===== config.mk =====
export PLATFORM = sky130hd
export DESIGN_NAME = binary_multiple_of_7_serializer_flat
export DESIGN_NICKNAME = d
export VERILOG_FILES = /design/src/rtl/binary_multiple_of_7_serializer_pkg.sv /design/src/rtl/binary_multiple_of_7_serializer_if.sv /design/src/rtl/binary_multiple_of_7_serializer_mod7_step.sv /design/src/rtl/binary_multiple_of_7_serializer.sv /design/src/flat_wrapper.sv
export SDC_FILE = /design/constraint.sdc
export NUM_CORES = 1
export LEC_CHECK = 0
export BUFFER_PORTS_ARGS = -buffer_cell sky130_fd_sc_hd__clkbuf_2
export CORE_MARGIN = 1
export CORE_UTILIZATION = 47
export CTS_CLUSTER_DIAMETER = 100
export DETAILED_ROUTE_END_ITERATION = 12
export PLACE_DENSITY = 0.73
export RECOVER_POWER = 50
export SKIP_CTS_REPAIR_TIMING = 1
export SLEW_MARGIN = 10
export SYNTH_ARGS = -nofsm -noshare
export SYNTH_HDL_FRONTEND = slang
export SYNTH_SLANG_ARGS = --single-unit

===== constraint.sdc =====
create_clock -name Clock -period 1.52 [get_ports Clock]
set_clock_uncertainty 0.1 [all_clocks]
set_input_delay 0.076 -clock Clock [delete_from_list [all_inputs] [get_ports Clock]]
set_output_delay 0.076 -clock Clock [all_outputs]
set_load 0.05 [all_outputs]

===== src/rtl/binary_multiple_of_7_serializer_pkg.sv =====
// Shared constants, state encoding and check-field helper for the mod-7 framed serializer.
package binary_multiple_of_7_serializer_pkg;

  localparam int MOD7_MODULUS = 7;
  localparam int CHECK_WIDTH  = 3;

  typedef enum logic [1:0] {
    ST_IDLE    = 2'd0,
    ST_PAYLOAD = 2'd1,
    ST_CHECK   = 2'd2,
    ST_DONE    = 2'd3
  } state_t;

  // Appending C = (7 - r) mod 7 as three low bits makes 8*payload + C divisible by 7.
  function automatic logic [CHECK_WIDTH-1:0] check_field(input logic [CHECK_WIDTH-1:0] r);
    return (r == '0) ? '0 : CHECK_WIDTH'(MOD7_MODULUS) - r;
  endfunction

endpackage


===== src/rtl/binary_multiple_of_7_serializer_if.sv =====
// Request/serial-output bundle between a frame producer and the mod-7 serializer.
interface binary_multiple_of_7_serializer_if
  import binary_multiple_of_7_serializer_pkg::*;
  #(parameter int PAYLOAD_WIDTH = 8);

  logic [PAYLOAD_WIDTH-1:0] Data;
  logic                     Start;
  logic                     STRING;
  logic                     Frame;
  logic                     Busy;
  logic                     Done;
  logic [CHECK_WIDTH-1:0]   Remainder;

  modport master (output Data, Start, input STRING, Frame, Busy, Done, Remainder);
  modport slave  (input Data, Start, output STRING, Frame, Busy, Done, Remainder);

endinterface


===== src/rtl/binary_multiple_of_7_serializer_mod7_step.sv =====
// One MSB-first step of a serial residue-mod-7 update; shared with the matching checker.
module mod7_step
  import binary_multiple_of_7_serializer_pkg::*;
(
  input  logic [CHECK_WIDTH-1:0] r_i,
  input  logic                   bit_i,
  output logic [CHECK_WIDTH-1:0] r_next_o
);

  logic [CHECK_WIDTH:0] sum;

  // 2*r + bit never exceeds 13, so a single conditional subtract reduces it.
  assign sum      = {r_i, bit_i};
  assign r_next_o = (sum >= (CHECK_WIDTH+1)'(MOD7_MODULUS))
                    ? CHECK_WIDTH'(sum - (CHECK_WIDTH+1)'(MOD7_MODULUS))
                    : sum[CHECK_WIDTH-1:0];

endmodule


===== src/rtl/binary_multiple_of_7_serializer.sv =====
// Serializes payload MSB first followed by a 3-bit field that makes the frame a multiple of 7.
//
// state   | meaning
// IDLE    | waiting for Start; outputs quiet
// PAYLOAD | driving payload bits, updating residue
// CHECK   | driving C[2], C[1], C[0]
// DONE    | one-cycle Done pulse, Start ignored
module binary_multiple_of_7_serializer
  import binary_multiple_of_7_serializer_pkg::*;
  #(parameter int PAYLOAD_WIDTH = 8)
(
  input  logic                               Clock,
  input  logic                               Reset,
  binary_multiple_of_7_serializer_if.slave   bus
);

  localparam int                CNT_W    = $clog2(PAYLOAD_WIDTH + 1);
  localparam logic [CNT_W-1:0]  LAST_BIT = CNT_W'(PAYLOAD_WIDTH - 1);

  state_t                   state_q, state_d;
  logic [PAYLOAD_WIDTH-1:0] shift_q, shift_d;
  logic [CNT_W-1:0]         cnt_q, cnt_d;
  logic [1:0]               chk_q, chk_d;
  logic [CHECK_WIDTH-1:0]   resid_q, resid_d;
  logic [CHECK_WIDTH-1:0]   resid_step;
  logic [CHECK_WIDTH-1:0]   check_bits;
  logic                     string_s, frame_s, done_s;

  mod7_step u_step (
    .r_i      (resid_q),
    .bit_i    (shift_q[PAYLOAD_WIDTH-1]),
    .r_next_o (resid_step)
  );

  assign check_bits = check_field(resid_q);

  always_ff @(posedge Clock or negedge Reset) begin
    if (!Reset) begin
      state_q <= ST_IDLE;
      shift_q <= '0;
      cnt_q   <= '0;
      chk_q   <= '0;
      resid_q <= '0;
    end else begin
      state_q <= state_d;
      shift_q <= shift_d;
      cnt_q   <= cnt_d;
      chk_q   <= chk_d;
      resid_q <= resid_d;
    end
  end

  always_comb begin
    state_d  = state_q;
    shift_d  = shift_q;
    cnt_d    = cnt_q;
    chk_d    = chk_q;
    resid_d  = resid_q;
    string_s = 1'b0;
    frame_s  = 1'b0;
    done_s   = 1'b0;
    unique case (state_q)
      ST_IDLE: begin
        if (bus.Start) begin
          state_d = ST_PAYLOAD;
          shift_d = bus.Data;
          cnt_d   = '0;
          resid_d = '0;
        end
      end
      ST_PAYLOAD: begin
        frame_s  = 1'b1;
        string_s = shift_q[PAYLOAD_WIDTH-1];
        resid_d  = resid_step;
        shift_d  = shift_q << 1;
        if (cnt_q == LAST_BIT) begin
          state_d = ST_CHECK;
          chk_d   = '0;
        end else begin
          cnt_d = cnt_q + 1'b1;
        end
      end
      ST_CHECK: begin
        frame_s = 1'b1;
        case (chk_q)
          2'd0:    string_s = check_bits[2];
          2'd1:    string_s = check_bits[1];
          default: string_s = check_bits[0];
        endcase
        chk_d = chk_q + 1'b1;
        if (chk_q == 2'd2) state_d = ST_DONE;
      end
      ST_DONE: begin
        done_s  = 1'b1;
        state_d = ST_IDLE;
      end
      default: state_d = ST_IDLE;
    endcase
  end

  assign bus.STRING    = string_s;
  assign bus.Frame     = frame_s;
  assign bus.Done      = done_s;
  assign bus.Busy      = (state_q != ST_IDLE);
  assign bus.Remainder = resid_q;

endmodule


===== src/flat_wrapper.sv =====
// flat-port wrapper written by rule: the top's interface ports become plain ports
module binary_multiple_of_7_serializer_flat import binary_multiple_of_7_serializer_pkg::*;
#(parameter int PAYLOAD_WIDTH = 8)
  (Clock, Reset, bus_Data, bus_Start, bus_STRING, bus_Frame, bus_Busy, bus_Done, bus_Remainder);
  binary_multiple_of_7_serializer_if #(.PAYLOAD_WIDTH(PAYLOAD_WIDTH)) bus_i ();
  input  logic Clock;
  input  logic Reset;
  input wire logic [$bits(bus_i.Data)-1:0] bus_Data;
  input wire logic [$bits(bus_i.Start)-1:0] bus_Start;
  output wire logic [$bits(bus_i.STRING)-1:0] bus_STRING;
  output wire logic [$bits(bus_i.Frame)-1:0] bus_Frame;
  output wire logic [$bits(bus_i.Busy)-1:0] bus_Busy;
  output wire logic [$bits(bus_i.Done)-1:0] bus_Done;
  output wire logic [$bits(bus_i.Remainder)-1:0] bus_Remainder;
  assign bus_i.Data = bus_Data;
  assign bus_i.Start = bus_Start;
  assign bus_STRING = bus_i.STRING;
  assign bus_Frame = bus_i.Frame;
  assign bus_Busy = bus_i.Busy;
  assign bus_Done = bus_i.Done;
  assign bus_Remainder = bus_i.Remainder;
  binary_multiple_of_7_serializer #(.PAYLOAD_WIDTH(PAYLOAD_WIDTH)) u_core (.Clock(Clock), .Reset(Reset), .bus(bus_i));
endmodule

==> summary.txt <==
Global route
  – Vias in the first global route: 1092
  – Global route total overflow: 0
  – Largest net degree at the start of global routing: 20
  – Total track usage: 24.0%
  – Initial antenna violation count: 0
  – First-pass GRT wire length: 4740 um

Finish
  – Layout net count: 199
  – Antenna fix cells: 0
  – Layout area overhead: 39.4%
  – Layout cell share with drive strength beyond 1: 40.1%

Setup path
  – Reg2reg end: u_core.bus.Remainder[1]
  – Max Fanout on Critical Path: 3
  – Reg2reg path depth: 4
  – Crit path launch type: flop
  – Reg-to-reg setup timing slack: -0.02 ns
  – Endpoint class of the critical path: output port
  – Crit path launch: u_core.chk_q[0]
  – Crit path kind: reg -> out
  – Critical path endpoint: bus_STRING
  – Worst r2r src: u_core.bus.Remainder[0]
  – Worst EP required: 1.34 ns
  – Worst EP arrival: 1.70 ns

Place
  – Port Buffers: 17
  – GPL Wtd Cong: 0.814
  – DP Worst Slack: -0.134 ns
  – DPL Wire Length: 2250 um

Clock tree
  – CTS Root Buffer Type: clkbuf_4
  – Clock transition at path regs: 0.12 ns
  – CTS H-Tree Depth: 1
  – Clk_lat worst skew: 0.31 ns
  – CTS tree: done
  – Clock Path Buffers: 2
  – CTS Sinks: 19
  – CTS buffer count: 3

Timing
  – Final-report hold violation count: 0
  – Tcrit/Tclk final: 124%
  – Highest clock rate: 0.532 GHz
  – Minimum clock period: 1.88 ns
  – Final Max Slew Viols: 0
  – RSZ-0062 raised after global routing: true
  – Worst setup margin: -0.360 ns
  – Actual slew at the worst max-slew pin: 1.06 ns
  – # setup viols final: 3
  – Worst slew margin: 29.6%

Synth
  – Avg Inst Size Synth: 9.01 sq um
  – Top post-synthesis cells by count: dfrtp_1, o21ai_0, a21oi_1, nand2_1, ha_1
  – Netlist cell types: 30
  – Mapped Cells: 132
  – Synth area leader: dfrtp_1
  – Post-synthesis sequential area ratio: 40.0%
  – Synth warn: 0
  – Register bit count reported by yosys: 19
  – Post-synth top area share: 40.0%
  – Top FF cell, synth: dfrtp_1
  – EDFF count, synth: 0
  – Synth area leaders: dfrtp_1, ha_1, o21ai_0
  – Synth Net Count: 153
  – Cell with the most instances after synthesis: dfrtp_1
  – Mapped cell area: 1190 sq um
  – Post-synth ARST share: 100%

Pwr
  – Leakage: 0.766 nW
  – Peak supply drop: 1470 uV
  – Pwr Total: 3.99 mW
  – PwrDens: 2410 nW/um^2

Floorplanning
  – Total core area: 2300 sq um
  – Die width: 52.3 um
  – Die area: 2740 sq um
  – Initial Utilization: 51.8%
  – FP Rows: 17
  – DIE HEIGHT: 52.3 um
  – # IOs: 18

Drt
  – DRC Markers: 0
  – Routed Wire Length: 3090 um
  – Average routed wire per standard cell: 15.1 um
  – Routed Antenna Nets: 0
  – DR vias: 1173
  – First drt pass iteration count: 5
  – Initial drt markers: 21
  – Via-per-instance ratio: 5.72

Worst hold path
  – Hold_sp: bus_Data[4]
  – Hold Crit Depth: 4
  – Hold Path Class: in -> reg

Run status
  – Failing checks: setup timing
  – Status: finished with violations

Run
  – MaxCap Viol Count: 0
-- sequential cells by signal, indices dropped and copies added (netlist names) --
name	count
u_core.bus.Remainder	3
u_core.chk_q	2
u_core.cnt_q	4
u_core.shift_q	8
u_core.state_q	2
-- where the power goes --
| part | internal (mW) | switching (mW) | leakage, nW |
|---|---|---|---|
| registers | 0.731 | 0.185 | 0.225 |
| logic | 1.27 | 1.54 | 0.523 |
| clock network | 0.0985 | 0.173 | 0.0177 |
| total | 2.09 | 1.90 | 0.766 |
-- cells in the final DEF (no fill, tap or decap), types with 2 or more instances in the layout --
cell type / n
buf_4: 25
dfrtp_1: 15
a21oi_1: 14
nand2_1: 12
clkbuf_2: 12
o21ai_0: 11
o22ai_1: 9
nand3b_1: 6
nor2_1: 5
nor3_1: 5
ha_1: 5
o21ai_1: 4
clkbuf_4: 4
dfrtp_2: 4
nand3_1: 3
inv_1: 3
ha_2: 3
inv_2: 2
a22o_1: 2
ha_4: 2
dlygate4sd3_1: 2
buf_6: 2
-- worst min path at each step --
stage                               to  slack (ns)
2_1_floorplan  u_core.bus.Remainder[0]       -0.32
3_3_place_gp           u_core.chk_q[0]       -0.04
3_5_place_dp         u_core.shift_q[7]       -0.04
4_1_cts              u_core.shift_q[6]       -0.38
5_1_grt              u_core.shift_q[4]        0.05
6_report             u_core.shift_q[4]        0.04
-- critical path, cell delays in order (launching register included) --
cell and delay, ns:
dfrtp_1 0.41, ha_2 0.20, nor2_1 0.08, nor2_1 0.05
o311a_1 0.32, o21ai_4 0.15, buf_6 0.17
-- cell type report --
class	count	area, sq um
Timing Repair Buffer	46	342
Inverter	7	28.8
Tap cell	28	35.0
Sequential cell	19	480
Multi-Input combinational cell	101	746
Fill cell	170	638
Clock inverter	1	5.00
Clock buffer	3	22.5
-- cell families after synthesis --
| group | count (synthesis) | synth area share [%] |
|---|---|---|
| compound gates | 46 | 23.1 |
| xor+xnor | 1 | 0.736 |
| fa+ha+maj | 10 | 10.5 |
| buf+inv | 12 | 4.31 |
| flops | 19 | 40.0 |
| mux | 1 | 0.841 |
| simple gates | 43 | 20.5 |
-- metrics by stage --
step | cells | area [sq um] | TNS (ns) | hold WS [ns] | utilization [%]
after floorplan | 132 | 1220 | -0.0211 | -0.320 | -
after CTS | 195 | 1500 | -1.63 | -0.379 | 65.4
final | 205 | 1660 | -0.433 | 0.0430 | 72.2
after detailed placement | 191 | 1470 | -0.767 | -0.0395 | 64.2
after global routing | 205 | 1660 | -1.07 | 0.0498 | 72.2
after global placement | 191 | 1470 | -0.149 | -0.0431 | 64.2
-- per-layer routing --
layer  share of wire [%]  global-route usage [%]  vias to the layer above  wire [um]
met5                   0                       0                        -          0
met3                 2.7                    3.77                        5         85
met4                 1.4                    9.65                        0         43
met1                  44                    27.4                      570       1360
li1                    -                       -                      572          -
met2                  52                    43.7                       26       1600
Power figures use the tool's default switching activity.
